### src/rtl/boot_reset_sequencer.sv
// Boot reset sequencer: waits for clock-generator lock, holds the SoC in
// reset for a fixed stretch, then enables instruction fetch after a delay.
//
// Parameters:
//   RST_HOLD_CYCLES    cycles soc_reset_n stays low once lock is qualified
//   FETCH_DELAY_CYCLES cycles from reset release to fetch enable
//   LOCK_STABLE_CYCLES consecutive locked cycles needed by the lock filter
// Ports:
//   core_clk        clock from the clock generator
//   reset           asynchronous active-high reset
//   mmcm_locked     lock status, asynchronous to core_clk
//   soc_reset_n     active-low SoC core reset
//   fetch_enable_o  SoC fetch enable (RUN only)
//   seq_state_o     state: 0 WAIT_LOCK, 1 STRETCH, 2 DELAY, 3 RUN
//   lock_loss_cnt_o saturating count of lock-loss events
// Build option: define BOOT_LOCK_FILTER_EN to require a stable lock
// for LOCK_STABLE_CYCLES cycles before leaving WAIT_LOCK.
module boot_reset_sequencer #(
  parameter int unsigned RST_HOLD_CYCLES    = 16,
  parameter int unsigned FETCH_DELAY_CYCLES = 8,
  parameter int unsigned LOCK_STABLE_CYCLES = 64
) (
  input  logic       core_clk,
  input  logic       reset,
  input  logic       mmcm_locked,
  output logic       soc_reset_n,
  output logic       fetch_enable_o,
  output logic [1:0] seq_state_o,
  output logic [7:0] lock_loss_cnt_o
);

  typedef enum logic [1:0] {
    WAIT_LOCK = 2'd0,
    STRETCH   = 2'd1,
    DELAY     = 2'd2,
    RUN       = 2'd3
  } state_t;

  localparam logic [15:0] HOLD_LAST  = 16'(RST_HOLD_CYCLES - 1);
  localparam logic [15:0] DELAY_LAST = 16'(FETCH_DELAY_CYCLES - 1);

  if (RST_HOLD_CYCLES < 1 || RST_HOLD_CYCLES > 65535) begin : g_bad_hold
    $error("RST_HOLD_CYCLES out of range 1..65535");
  end
  if (FETCH_DELAY_CYCLES < 1 || FETCH_DELAY_CYCLES > 65535) begin : g_bad_dly
    $error("FETCH_DELAY_CYCLES out of range 1..65535");
  end
  if (LOCK_STABLE_CYCLES < 1 || LOCK_STABLE_CYCLES > 65535) begin : g_bad_stb
    $error("LOCK_STABLE_CYCLES out of range 1..65535");
  end

  logic [1:0]  sync_q;
  logic        locked_s;
  logic        lock_qual;
  state_t      state;
  logic [15:0] cnt;

  // Two-flop synchronizer; nothing downstream looks at mmcm_locked.
  always_ff @(posedge core_clk or posedge reset) begin
    if (reset) begin
      sync_q <= 2'b00;
    end else begin
      sync_q <= {sync_q[0], mmcm_locked};
    end
  end

  assign locked_s = sync_q[1];

`ifdef BOOT_LOCK_FILTER_EN
  localparam logic [15:0] FILT_MAX = 16'(LOCK_STABLE_CYCLES);

  logic [15:0] filt_cnt;

  // Counts consecutive locked cycles, saturating at FILT_MAX; any
  // unlocked cycle starts the qualification over.
  always_ff @(posedge core_clk or posedge reset) begin
    if (reset) begin
      filt_cnt <= 16'd0;
    end else if (!locked_s) begin
      filt_cnt <= 16'd0;
    end else if (filt_cnt != FILT_MAX) begin
      filt_cnt <= filt_cnt + 16'd1;
    end
  end

  // locked_s is ANDed in so a drop is honoured before the count clears.
  assign lock_qual = locked_s && (filt_cnt == FILT_MAX);
`else
  assign lock_qual = locked_s;
`endif

  // Outputs are registered alongside the state so they carry no
  // combinational path from any input.
  always_ff @(posedge core_clk or posedge reset) begin
    if (reset) begin
      state           <= WAIT_LOCK;
      cnt             <= 16'd0;
      soc_reset_n     <= 1'b0;
      fetch_enable_o  <= 1'b0;
      lock_loss_cnt_o <= 8'd0;
    end else if (state != WAIT_LOCK && !locked_s) begin
      // Lock loss outranks any counter expiry in the same cycle.
      state          <= WAIT_LOCK;
      cnt            <= 16'd0;
      soc_reset_n    <= 1'b0;
      fetch_enable_o <= 1'b0;
      if (lock_loss_cnt_o != 8'hFF) begin
        lock_loss_cnt_o <= lock_loss_cnt_o + 8'd1;
      end
    end else begin
      unique case (state)
        WAIT_LOCK: begin
          if (lock_qual) begin
            state <= STRETCH;
            cnt   <= 16'd0;
          end
        end
        STRETCH: begin
          if (cnt == HOLD_LAST) begin
            state       <= DELAY;
            cnt         <= 16'd0;
            soc_reset_n <= 1'b1;
          end else begin
            cnt <= cnt + 16'd1;
          end
        end
        DELAY: begin
          if (cnt == DELAY_LAST) begin
            state          <= RUN;
            cnt            <= 16'd0;
            fetch_enable_o <= 1'b1;
          end else begin
            cnt <= cnt + 16'd1;
          end
        end
        RUN: begin
          state <= RUN;
        end
      endcase
    end
  end

  assign seq_state_o = state;

endmodule

### config.mk
export PLATFORM = sky130hd
export DESIGN_NAME = boot_reset_sequencer
export DESIGN_NICKNAME = d
export VERILOG_FILES = /design/src/rtl/boot_reset_sequencer.sv
export SDC_FILE = /design/constraint.sdc
export NUM_CORES = 1
export LEC_CHECK = 0
export ABC_AREA = 1
export CAP_MARGIN = 20
export CORE_ASPECT_RATIO = 1.1
export CORE_MARGIN = 5
export CORE_UTILIZATION = 30
export CTS_CLUSTER_SIZE = 16
export DETAILED_ROUTE_END_ITERATION = 8
export GPL_TIMING_DRIVEN = 0
export MAX_ROUTING_LAYER = met4
export SETUP_SLACK_MARGIN = 0.15
export SYNTH_ARGS = -nofsm -noshare
export SYNTH_HDL_FRONTEND = slang
export SYNTH_SLANG_ARGS = --single-unit
### constraint.sdc
create_clock -name core_clk -period 3.8 [get_ports core_clk]
set_input_delay 0.57 -clock core_clk [delete_from_list [all_inputs] [get_ports core_clk]]
set_output_delay 0.57 -clock core_clk [all_outputs]
set_load 0.02 [all_outputs]
==> reports/metrics.yaml <==
clock_tree:
  cts.hold.buffers_added: 0
  cts_resized: 0
  insertion_delay_ns: 0.29
  numCtsBuffers: 5
  cts_tree: "done"
  path_clk_slew_ns: 0.07
  cts_buffer_depth: 2
  htree_num_levels: 2
  cts_setup_buffers: 0
  clkSinkCount: 30
  root_buffer: "clkbuf_8"
route:
  firstDrtPassIters: 4
  via_per_inst: 4.457
  routedWlPerCell_um: 10.85
  ant_nets: 0
  via_count: 1413
  first_iter_violations: 61
  wl_um: 3440
  drc: 0
setup_path:
  cp_top_family: "buffers and inverters"
  worstPathMaxFanout: 6
  critical_path_class: "register to output port"
  slowest_delay_ns: 0.64
  path_buf_inv: 1
  cp-end-kind: "output port"
  path_cells: "clkdlybuf4s50_1"
  required_ns: 3.23
  slowest_stage: "clkdlybuf4s50_1"
  crit_path_start_kind: "register"
  critPathArrivalTime_ns: 1.37
yosys:
  ys_async_sr_fraction: 1.000
  yosys_warnings: 0
  synth_nets: 225
  synthTopCellsByArea: "dfrtp_1, nand2_1, xor2_1, nor2_1, o21ai_2"
  synth_cell_types: 27
  yosysSeqAreaShare: 0.4228
  synth_top_area_share: 0.4228
  synth_ff_type: "dfrtp_1"
  synth_edf_count: 0
  syn_avg_cell_area_um2: 8.182
  synth_area_um2: 1775
  ys_ff_latch: 30
  synth_top_area_cell: "dfrtp_1"
  syn_inst: 217
die:
  die_w_um: 83.35
  die_y_um: 90.69
  core_um2: 5769
  pin_count: 15
  initial_utilization: 0.3077
  row_count: 29
  dieArea_um2: 7559
sta:
  finalHoldViolCount: 0
  rsz0062_at_grt: "no"
  tightestPinTransition_ns: 0.6334
  fin_skew_ns: 0.008073
  slew_violations: 0
  max_freq_ghz: 0.5160
  relSlewSlack: 0.5773
  period_share: 0.5100
  setup_viol: 0
  totalNegativeSetupSlack_ns: 0
  period_needed_ns: 1.938
finish:
  final_cell_mix: "nand2_1, dfrtp_1, nor2_1, inv_1, nand3_1"
  drive_gt1_frac: 0.1417
  diodes: 0
  layout.nets: 247
  area_growth_pct: 20.23
  layout_commonest_cell: "nand2_1"
  fin_cells: 317
power_and_ir_drop:
  ir_drop_uv: 391.5
  total_power_mw: 1.263
  p_per_area_nw_per_um2: 591.7
  p_leak_nw: 0.9579
grt:
  grt_pass1_wl_um: 6396
  grt-ovfl-total: 0
  grt_max_degree: 18
  grt_antenna_before_repair: 0
  grt_pass1_vias: 1409
  grt_usage: 0.1052
hold_path:
  hp-class: "register to register"
placed_design:
  gp_congestion: 0.8064
  post-dp-hpwl_um: 2572
  dpl.cell_count: 309
  port_buffers: 14
run:
  drv_cap: 0
run_status:
  status: "finished clean"
worst paths after layout:
| kind | slack (ns) | cells after the start | endpoint | startpoint |
|---|---|---|---|---|
| setup / recovery | 1.86 | 1 | lock_loss_cnt_o[2] | lock_loss_cnt_o[2] |
| hold / removal | 0.35 | 0 | sync_q[1] | sync_q[0] |
| setup reg to reg | 2.04 | 9 | cnt[2] | seq_state_o[0] |
| hold reg to reg | 0.35 | 0 | sync_q[1] | sync_q[0] |
| max in group asynchronous | 2.62 | 3 | seq_state_o[1] | reset |
| min in group asynchronous | 0.67 | 2 | cnt[0] | reset |
where the power goes:
group	switching, mW	internal, mW
clock	0.127	0.145
combinational	0.334	0.225
sequential	0.0604	0.371
total	0.522	0.741
sequential cells by signal (all words and copies together) (netlist names):
name             count
cnt                 16
fetch_enable_o       1
lock_loss_cnt_o      8
seq_state_o          2
soc_reset_n          1
sync_q               2
area by class of cell:
class | instances | area, µm²
tap | 77 | 96.34
multi-input combinational | 166 | 924.6
timing repair buffer | 15 | 167.7
clock inverter | 2 | 12.51
fill | 607 | 3635
clock buffer | 6 | 82.58
sequential | 30 | 750.7
buffer | 2 | 26.28
inverter | 19 | 73.82
cells in the mapped netlist, types with 3 or more instances:
| master | instances |
|---|---|
| dfrtp_1 | 30 |
| ha_1 | 5 |
| inv_1 | 15 |
| nand2_1 | 67 |
| nand2_2 | 3 |
| nand2_4 | 3 |
| nand3_1 | 15 |
| nand4_1 | 4 |
| nor2_1 | 24 |
| o21ai_0 | 6 |
| o21ai_2 | 10 |
| xnor2_1 | 6 |
| xor2_1 | 12 |
through the flow:
stage               utilization  cell area (µm²)  worst slack, ns  hold slack, ns
floorplan                     -             1775            2.101          0.3312
global placement         0.3487             2012            1.804          0.3340
detailed placement       0.3535             2039            2.025          0.3373
CTS                      0.3700             2135            1.852          0.3539
global route             0.3700             2135            1.783          0.3655
finish                   0.3700             2135            1.862          0.3505
cell families (layout without fill, tap and decap cells):
| group | count (synthesis) | after routing | share of synthesized area |
|---|---|---|---|
| fa+ha+maj | 5 | 5 | 0.03524 |
| flops | 30 | 30 | 0.4228 |
| buf+inv | 21 | 44 | 0.05637 |
| xor+xnor | 18 | 18 | 0.08879 |
| compound gates | 22 | 22 | 0.09796 |
| simple gates | 121 | 121 | 0.2988 |
routing by layer:
| layer | global-route usage | part of all wire | wire, µm |
|---|---|---|---|
| met2 | 0.1658 | 0.46 | 1583 |
| met4 | 0.03678 | 0.016 | 54 |
| met5 | - | 0 | 0 |
| met3 | 0.02464 | 0.028 | 97 |
| met1 | 0.1322 | 0.50 | 1705 |
No activity file was read; power rests on OpenSTA's default activity.
